### config.mk
export PLATFORM = sky130hd
export DESIGN_NAME = sound_cmd_mailbox
export DESIGN_NICKNAME = d
export VERILOG_FILES = /design/src/rtl/sound_cmd_mailbox.sv
export SDC_FILE = /design/constraint.sdc
export NUM_CORES = 1
export LEC_CHECK = 0
export BUFFER_PORTS_ARGS = -buffer_cell sky130_fd_sc_hd__buf_4
export CELL_PAD_IN_SITES_DETAIL_PLACEMENT = 0
export CELL_PAD_IN_SITES_GLOBAL_PLACEMENT = 1
export CORE_MARGIN = 2
export CORE_UTILIZATION = 50
export DETAILED_ROUTE_END_ITERATION = 6
export GPL_TIMING_DRIVEN = 1
export PLACE_DENSITY = 0.87
export SLEW_MARGIN = 20
export SYNTH_ARGS = -nofsm -noshare
export SYNTH_HDL_FRONTEND = slang
export SYNTH_SLANG_ARGS = --single-unit
### constraint.sdc
create_clock -name phi0 -period 4.6 [get_ports phi0]
set_input_delay 1.38 -clock phi0 [delete_from_list [all_inputs] [get_ports phi0]]
set_output_delay 1.38 -clock phi0 [all_outputs]
set_load 0.02 [all_outputs]
### src/rtl/sound_cmd_mailbox.sv
// rtl/sound_cmd_mailbox.sv - 68k <-> 6502 sound command/response mailbox
//
// The 68k pushes command bytes into a small FIFO; each accepted push requests
// an NMI pulse to the 6502. The 6502 pops commands and returns a one-byte
// response through a latch that the 68k reads.
//
// Ports:
//   phi0, SNDRST_b          clock, async active-low reset
//   WRmain_b, RDmain_b      68k command-write / response-read strobes (active low)
//   main_din, main_dout     68k command byte in, response latch out
//   cmd_full, rsp_valid     68k status
//   RD68k_b, WR68k_b, SBA0  6502 strobes (active low) and data/status select
//   SDout, SDin_mbx, SDin_oe 6502 write data, read data, read drive enable
//   SNDNMI_b                NMI to the 6502, active low
//   main_irq_b              only with MBX_RSP_IRQ_EN: registered ~rsp_valid
//
// Optional feature macro: MBX_RSP_IRQ_EN
`timescale 1ns/1ps

module sound_cmd_mailbox #(
    parameter int DEPTH     = 4,
    parameter int NMI_PULSE = 4,
    parameter int NMI_GAP   = 2
) (
    input  logic       phi0,
    input  logic       SNDRST_b,
    input  logic       WRmain_b,
    input  logic       RDmain_b,
    input  logic [7:0] main_din,
    output logic [7:0] main_dout,
    output logic       cmd_full,
    output logic       rsp_valid,
    input  logic       RD68k_b,
    input  logic       WR68k_b,
    input  logic       SBA0,
    input  logic [7:0] SDout,
    output logic [7:0] SDin_mbx,
    output logic       SDin_oe,
    output logic       SNDNMI_b
`ifdef MBX_RSP_IRQ_EN
    ,
    output logic       main_irq_b
`endif
);

    localparam int PW = $clog2(DEPTH);

    typedef enum logic [1:0] {S_IDLE, S_PULSE, S_GAP} nmi_state_t;

    logic          wrmain_hist_q, rdmain_hist_q, rd68k_hist_q, wr68k_hist_q;
    logic [7:0]    mem_q [DEPTH];
    logic [PW-1:0] wr_ptr_q, wr_ptr_d, rd_ptr_q, rd_ptr_d;
    logic [2:0]    count_q, count_d;
    logic          overrun_q, overrun_d;
    logic          rsp_lost_q, rsp_lost_d;
    logic          rsp_valid_q, rsp_valid_d;
    logic [7:0]    rsp_data_q, rsp_data_d;
    logic          nmi_req_q, nmi_req_d;
    nmi_state_t    nmi_state_q;
    logic [3:0]    nmi_cnt_q;
    logic          sndnmi_b_q;

    logic wrmain_fall, rdmain_rise, rd68k_rise, wr68k_fall;
    logic flush, rsp_wr, empty, full, pop, push_ok, push_drop;
    logic [7:0] status;

    always_comb begin
        // Edges compare the live strobe against last cycle's sample so that
        // the action lands on the posedge of the detecting cycle.
        wrmain_fall = wrmain_hist_q & ~WRmain_b;
        rdmain_rise = ~rdmain_hist_q & RDmain_b;
        rd68k_rise  = ~rd68k_hist_q & RD68k_b;
        wr68k_fall  = wr68k_hist_q & ~WR68k_b;

        flush  = wr68k_fall & SBA0;
        rsp_wr = wr68k_fall & ~SBA0;
        empty  = (count_q == 3'd0);
        full   = (count_q == 3'(DEPTH));

        pop       = rd68k_rise & ~SBA0 & ~empty & ~flush;
        // A simultaneous pop frees a slot, so a push onto a full FIFO still fits.
        push_ok   = wrmain_fall & ~flush & (~full | pop);
        push_drop = wrmain_fall & ~flush & full & ~pop;

        wr_ptr_d = wr_ptr_q;
        rd_ptr_d = rd_ptr_q;
        count_d  = count_q;
        if (flush) begin
            wr_ptr_d = '0;
            rd_ptr_d = '0;
            count_d  = 3'd0;
        end else begin
            if (push_ok) wr_ptr_d = wr_ptr_q + 1'b1;
            if (pop)     rd_ptr_d = rd_ptr_q + 1'b1;
            count_d = count_q + {2'b00, push_ok} - {2'b00, pop};
        end

        overrun_d = overrun_q;
        if (flush)                   overrun_d = 1'b0;
        else if (push_drop)          overrun_d = 1'b1;
        else if (rd68k_rise & SBA0)  overrun_d = 1'b0;

        rsp_lost_d = rsp_lost_q;
        if (flush)                       rsp_lost_d = 1'b0;
        else if (rsp_wr & rsp_valid_q)   rsp_lost_d = 1'b1;

        // A 6502 response write outranks a same-cycle 68k read acknowledge.
        rsp_valid_d = rsp_valid_q;
        if (rsp_wr)           rsp_valid_d = 1'b1;
        else if (rdmain_rise) rsp_valid_d = 1'b0;

        rsp_data_d = rsp_wr ? SDout : rsp_data_q;

        // The FSM consumes the request whenever it sits in IDLE; a push in the
        // same cycle re-arms it so that push is not lost.
        nmi_req_d = nmi_req_q;
        if (flush)                        nmi_req_d = 1'b0;
        else if (push_ok)                 nmi_req_d = 1'b1;
        else if (nmi_state_q == S_IDLE)   nmi_req_d = 1'b0;

        status = {~empty, full, overrun_q, rsp_lost_q, 1'b0, count_q};
    end

    always_ff @(posedge phi0 or negedge SNDRST_b) begin
        if (!SNDRST_b) begin
            wrmain_hist_q <= 1'b1;
            rdmain_hist_q <= 1'b1;
            rd68k_hist_q  <= 1'b1;
            wr68k_hist_q  <= 1'b1;
            wr_ptr_q      <= '0;
            rd_ptr_q      <= '0;
            count_q       <= 3'd0;
            overrun_q     <= 1'b0;
            rsp_lost_q    <= 1'b0;
            rsp_valid_q   <= 1'b0;
            rsp_data_q    <= 8'h00;
            nmi_req_q     <= 1'b0;
            for (int i = 0; i < DEPTH; i++) mem_q[i] <= 8'h00;
        end else begin
            wrmain_hist_q <= WRmain_b;
            rdmain_hist_q <= RDmain_b;
            rd68k_hist_q  <= RD68k_b;
            wr68k_hist_q  <= WR68k_b;
            wr_ptr_q      <= wr_ptr_d;
            rd_ptr_q      <= rd_ptr_d;
            count_q       <= count_d;
            overrun_q     <= overrun_d;
            rsp_lost_q    <= rsp_lost_d;
            rsp_valid_q   <= rsp_valid_d;
            rsp_data_q    <= rsp_data_d;
            nmi_req_q     <= nmi_req_d;
            if (push_ok) mem_q[wr_ptr_q] <= main_din;
        end
    end

    // NMI pulse generator: the counter is loaded with length-1 on entry to a
    // timed state and the state is left when it reaches zero.
    always_ff @(posedge phi0 or negedge SNDRST_b) begin
        if (!SNDRST_b) begin
            nmi_state_q <= S_IDLE;
            nmi_cnt_q   <= 4'd0;
            sndnmi_b_q  <= 1'b1;
        end else begin
            case (nmi_state_q)
                S_IDLE: begin
                    if (nmi_req_q) begin
                        nmi_state_q <= S_PULSE;
                        nmi_cnt_q   <= 4'(NMI_PULSE - 1);
                        sndnmi_b_q  <= 1'b0;
                    end
                end
                S_PULSE: begin
                    if (nmi_cnt_q == 4'd0) begin
                        nmi_state_q <= S_GAP;
                        nmi_cnt_q   <= 4'(NMI_GAP - 1);
                        sndnmi_b_q  <= 1'b1;
                    end else begin
                        nmi_cnt_q <= nmi_cnt_q - 4'd1;
                    end
                end
                S_GAP: begin
                    if (nmi_cnt_q == 4'd0) nmi_state_q <= S_IDLE;
                    else                   nmi_cnt_q   <= nmi_cnt_q - 4'd1;
                end
                default: begin
                    nmi_state_q <= S_IDLE;
                    sndnmi_b_q  <= 1'b1;
                end
            endcase
        end
    end

`ifdef MBX_RSP_IRQ_EN
    logic irq_b_q, irq_b_d;

    always_comb begin
        irq_b_d = ~rsp_valid_d;
    end

    always_ff @(posedge phi0 or negedge SNDRST_b) begin
        if (!SNDRST_b) irq_b_q <= 1'b1;
        else           irq_b_q <= irq_b_d;
    end

    assign main_irq_b = irq_b_q;
`endif

    assign main_dout = rsp_data_q;
    assign cmd_full  = full;
    assign rsp_valid = rsp_valid_q;
    assign SDin_oe   = ~RD68k_b;
    assign SDin_mbx  = SBA0 ? status : (empty ? 8'hFF : mem_q[rd_ptr_q]);
    assign SNDNMI_b  = sndnmi_b_q;

endmodule
# Yosys cells after proc, flatten, opt, wreduce, memory -nomap -nowiden
# Cells that the tools add are included.
[classes]
magnitude_cmp = 3
addsub = 5
n_bitwise = 29
eq_ne = 7
mux = 34
n_reduce_logical = 14
[op_table]
columns = ["operator", "count"]
rows = [
  ["8-bit 2-to-1 mux", 5],
  ["32-bit bitwise mux", 1],
  ["8-bit binary-select mux with 2-bit select", 1],
  ["8-bit demux with 2-bit select", 1],
  ["1-bit bitwise AND", 15],
  ["2-bit 2-to-1 mux", 7],
  ["1-bit 2-to-1 mux", 12],
  ["4-bit 2-to-1 mux", 3],
  ["4-bit one-hot mux with 3 select lines", 1],
  ["1-bit inverter", 11],
  ["3-bit AND reduction", 3],
  ["3-bit nonzero test", 3],
  ["2-bit != test, second input constant", 4],
  ["2-bit nonzero test", 4],
  ["3-bit >= comparator, second input constant", 2],
  ["2-bit inverter with 3-bit output", 2],
  ["2-bit one-hot mux with 3 select lines", 1],
  ["2-bit by 1-bit adder with 2-bit output, second input constant", 2],
  ["4-bit logical NOT", 1],
  ["4-bit by 1-bit subtractor with 4-bit output, second input constant", 1],
  ["3-bit by 1-bit adder with 3-bit output", 1],
  ["3-bit == test, second input constant", 1],
  ["3-bit logical NOT", 1],
  ["3-bit by 1-bit < comparator with 1-bit output, second input constant", 1],
  ["other kinds (8)", 8],
]
[totals]
regBits = 62
inputBits = 23
elab_cells = 111

# Depth between registers and ports, before layout
[depth]
depth_word = 10
depth_mapped = 12

# Worst setup path before layout
# No wires, ideal clock.
[synth_timing]
kind = "input port to flip-flop"
start = "in SBA0"
end = "reg count_q[2]"
arrival_ns = 3.539
path_slack_ns = 0.922
setup_ns = 0.139
cell_stages = 12
path_cell_list = "buf_6 -> or3b_1 -> buf_6 -> a211o_1 -> ha_1 -> inv_1 -> ha_1 -> inv_1 -> fa_1 -> xnor2_1 -> xnor2_1 -> nor2_1"
[synth_via]
elab_chain_len = 9
[synth_rtl]
columns = ["item", "line", "source"]
rows = [
  ["start: declaration", "35", "input logic SBA0,"],
  ["1-bit inverter", "80", "pop = rd68k_rise & ~SBA0 & ~empty & ~flush;"],
  ["1-bit bitwise AND (3 in a row)", "80", ""],
  ["1-bit OR", "82", "push_ok = wrmain_fall & ~flush & (~full | pop);"],
  ["1-bit bitwise AND", "82", ""],
  ["3-bit by 1-bit adder with 3-bit output", "95", "count_d = count_q + {2'b00, push_ok} - {2'b00, pop};"],
  ["3-bit by 1-bit subtractor with 3-bit output", "95", ""],
  ["3-bit 2-to-1 mux *", "88", "if (flush) begin"],
  ["named net count_d[2]", "53", "logic [2:0] count_q, count_d;"],
  ["end signal: assignment", "146", "count_q <= count_d;"],
  ["end: declaration", "53", ""],
]
# Mark *: on every way through the listed nets, which the timed path passes. The rest lies on a longest branch.
# A chain may end at the register's enable or synchronous reset.

# Final worst setup path
# Ends and elaborated chain as after synthesis.

==> flow_summary.rst <==
.. list-table::
   :header-rows: 1

   * - Metric
     - Value
   * - Maximum number of pins on one net before global-route repair
     - 63
   * - Biggest fanout along the worst timing path
     - 17
   * - Antenna diodes
     - 0
   * - Actual slew at the worst max-slew pin
     - 884 ps
   * - Y dimension of the die
     - 82.7 um
   * - Post-synth top area share
     - 0.460
   * - Number of synthesized flops with an enable pin
     - 0
   * - Post-detailed-route DRC marker count
     - 0
   * - Worst reg2reg path startpoint
     - count_q[2]
   * - Sequential standard cell area
     - 1560 um^2
   * - Total Die Area
     - 6840 um^2
   * - Final estimated routing congestion in global placement
     - 0.753
   * - Number of library cell types mapped by synthesis
     - 44
   * - Aggregate global routing overflow
     - 0
   * - Vias in the first global route
     - 1,951
   * - Max-slew violation count
     - 0
   * - Clk buf depth
     - 2
   * - Average footprint of a synthesized cell
     - 13.3 um^2
   * - First-pass GRT wire length
     - 9500 um
   * - Maximum frequency from static timing analysis
     - 271 MHz
   * - Die span in x
     - 82.7 um
   * - Ratio of final minimum period to clock period
     - 0.801
   * - Start-to-end type of the worst setup path
     - in -> reg
   * - Cell at the root of the clock tree
     - sky130_fd_sc_hd__clkbuf_8
   * - Final total negative setup slack
     - 0 ps
   * - Resized Gates After CTS
     - 0
   * - Setup Skew
     - 5.45 ps
   * - Average wire per cell in the routed design
     - 16.5 um
   * - Status
     - complete, no violations
   * - Half-perimeter wire length of the detailed placement result
     - 4090 um
   * - M2 GR Usage
     - 0.305
   * - Inserted Clock Buffers
     - 9
   * - Headroom to the max-slew limit
     - 0.406
   * - # Max-Cap Violations
     - 0
   * - # clock sinks
     - 62
   * - Library cell with the highest instance count after synthesis
     - sky130_fd_sc_hd__dfrtp_1
   * - Startpoint of the most critical setup path
     - SBA0
   * - Capturing element type of the critical path
     - register
   * - Min cycle time layout
     - 3680 ps
   * - Hold_sp
     - SNDNMI_b
   * - Initial Utilization
     - 0.520
   * - Total number of placement rows
     - 28
   * - Primary flip-flop cell chosen by synthesis mapping
     - sky130_fd_sc_hd__dfrtp_1
   * - Synth area leader
     - sky130_fd_sc_hd__dfrtp_1
   * - Worst Path Required
     - 4790 ps
   * - Drt pass-1 iters
     - 5
   * - PortBufs
     - 42
   * - Area Growth Syn to Fin
     - 17.6%
   * - Clock latency at the later pin of the worst-skew pair
     - 330 ps
   * - Final-report hold violation count
     - 0
   * - Combined area of all synthesized cells
     - 3100 um^2
   * - Static Leak
     - 0.00160 uW
   * - DR iter-0 viols
     - 123
   * - Share of cells above drive strength 1
     - 0.416
   * - Area of the core region
     - 5960 um^2
   * - Number of antenna violations at the first check in global routing
     - 0
   * - Biggest cell delay along the critical path
     - 600 ps
   * - Routed vias
     - 1,959
   * - Fraction of registers with async set/reset
     - 1.00
   * - Category of cells accounting for the largest share of critical-path delay
     - adder cells
   * - Proportion of synthesized chip area in sequential cells
     - 0.503
   * - H-Tree Level Count
     - 3
   * - Most area-consuming cells after synthesis
     - sky130_fd_sc_hd__dfrtp_1 (46%), sky130_fd_sc_hd__mux2_2 (15%), sky130_fd_sc_hd__mux4_2 (5.8%)
   * - Unrepaired setup endpoints after global routing
     - false
   * - Final Instance Area
     - 3640 um^2
   * - Post-detailed-routing wire length
     - 5870 um
   * - Placed cell areas
     - 3470 um^2
   * - Net count after synthesis
     - 268
   * - Peak supply drop
     - 276 uV
   * - HP Class
     - reg -> reg
   * - Post-CTS Setup Inserts
     - 0
   * - Clock edge transition at the registers on the reported setup and hold paths
     - 60 ps
   * - Total number of yosys warnings
     - 0
   * - M3 GR Usage
     - 0.0359
   * - Clock tree from TritonCTS
     - built
   * - Synth top cells by count
     - sky130_fd_sc_hd__dfrtp_1 (57), sky130_fd_sc_hd__mux2_2 (40), sky130_fd_sc_hd__inv_1 (20)
   * - Net count of the finished layout
     - 314
   * - GR Util All Layers
     - 0.194
   * - Synthesized flop and latch total
     - 62
   * - Antenna violation net count after detailed routing
     - 0
   * - Most Used Layer, Global Route
     - met2
   * - Critical Path AT
     - 3880 ps
   * - Power density relative to cell area
     - 639 nW/um^2
   * - Setup-violating endpoint count in the final report
     - 0
   * - Grt met1 use
     - 0.253
   * - Cells traversed along the worst timing path
     - buf_4 -> or3b_1 -> a211o_1 -> ha_1 -> inv_1 -> ha_1 -> inv_1 -> fa_1 -> xnor2_1 -> xnor2_1 -> nor2_1
   * - Vias per cell
     - 5.50
   * - I/O pin count
     - 43
   * - Filler cells
     - 487
   * - Post-CTS Hold Buffers
     - 0
   * - Buffering stage count on the worst path with inverters included
     - 3
   * - Critical path's slowest cell
     - sky130_fd_sc_hd__or3b_1
   * - Gate Count Post-Synth
     - 233
   * - Kind of launch point of the worst setup path
     - input pin
   * - Area occupied by multi-input gates
     - 1430 um^2
-- cell usage in the layout (no fill, tap or decap), drive strengths merged, types with 2 or more instances in the layout --
cell type / netlist / layout
dfrtp: 57 / 57
buf: 5 / 42
mux2: 41 / 41
inv: 20 / 20
ha: 11 / 11
clkbuf: 2 / 11
nor2: 10 / 10
mux4: 8 / 8
a21oi: 8 / 8
o21ai: 6 / 6
dfstp: 5 / 5
a2bb2oi: 4 / 4
nand2: 4 / 4
nand3b: 4 / 4
nand2b: 4 / 4
a2111oi: 4 / 4
nor3b: 4 / 4
nor3: 3 / 3
or2: 3 / 3
a211oi: 3 / 3
nand4: 3 / 3
xnor2: 2 / 2
mux2i: 2 / 2
or3: 2 / 2
o22a: 2 / 2
or3b: 2 / 2
-- registers in the layout, indices dropped and copies added (netlist names) --
signal,count
mem_q,32
main_dout,8
nmi_cnt_q,4
count_q,3
nmi_state_q,2
rd_ptr_q,2
wr_ptr_q,2
SNDNMI_b,1
nmi_req_q,1
overrun_q,1
rd68k_hist_q,1
rdmain_hist_q,1
rsp_lost_q,1
rsp_valid,1
wr68k_hist_q,1
wrmain_hist_q,1
-- path summary, 6_finish.rpt --
kind	to	slack (ps)	depth (start not counted)
setup reg to reg	count_q[2]	1750	10
min in group asynchronous	mem_q[27]	1120	1
max in group asynchronous	nmi_state_q[0]	2970	1
hold / removal	SNDNMI_b	470	2
setup / recovery	count_q[2]	920	11
hold reg to reg	SNDNMI_b	470	2
-- routing by layer --
layer	share of wire	vias up
met5	0	-
met4	0.016	0
met3	0.028	7
met2	0.50	35
met1	0.45	991
li1	-	926
-- cell families (layout without fill, tap and decap cells) --
family	Yosys count	after routing	synth area share
XOR/XNOR	3	3	0.00848
AND/OR/NAND/NOR	44	44	0.0868
AO/OA/AOI/OAI	34	34	0.100
buffers and inverters	27	75	0.0375
multiplexers	51	51	0.214
flip-flops	62	62	0.503
adder cells (fa/ha/maj)	12	12	0.0509
-- stage by stage --
| stage | setup WS (ps) | cells | utilization | total power (uW) | hold slack (ps) |
|---|---|---|---|---|---|
| 2_1_floorplan | 922 | 233 | - | 1610 | 475 |
| 3_3_place_gp | 650 | 343 | 0.582 | 1870 | 459 |
| 3_5_place_dp | 605 | 343 | 0.582 | 1900 | 459 |
| 4_1_cts | 930 | 356 | 0.612 | 2350 | 468 |
| 5_1_grt | 775 | 356 | 0.612 | 2490 | 494 |
| 6_report | 917 | 356 | 0.612 | 2330 | 468 |
-- tightest hold or removal path: stages (launching register included) --
cell and delay, ps:
sky130_fd_sc_hd__dfstp_2 370, sky130_fd_sc_hd__inv_1 40, sky130_fd_sc_hd__o22ai_1 50
-- cell type report --
type / instances / area share
Sequential cell: 62 / 0.428
Multi-Input combinational cell: 144 / 0.391
Timing Repair Buffer: 42 / 0.0865
Clock buffer: 11 / 0.0388
Tap cell: 75 / 0.0258
Inverter: 20 / 0.0206
Clock inverter: 2 / 0.00962
-- power breakdown --
part	switching, uW	total (uW)	internal [uW]	leakage (uW)
Combinational	451	953	502	0.000756
Clock	190	445	255	0.0000911
Sequential	163	929	766	0.000750
(Power assumes the default switching activity.)
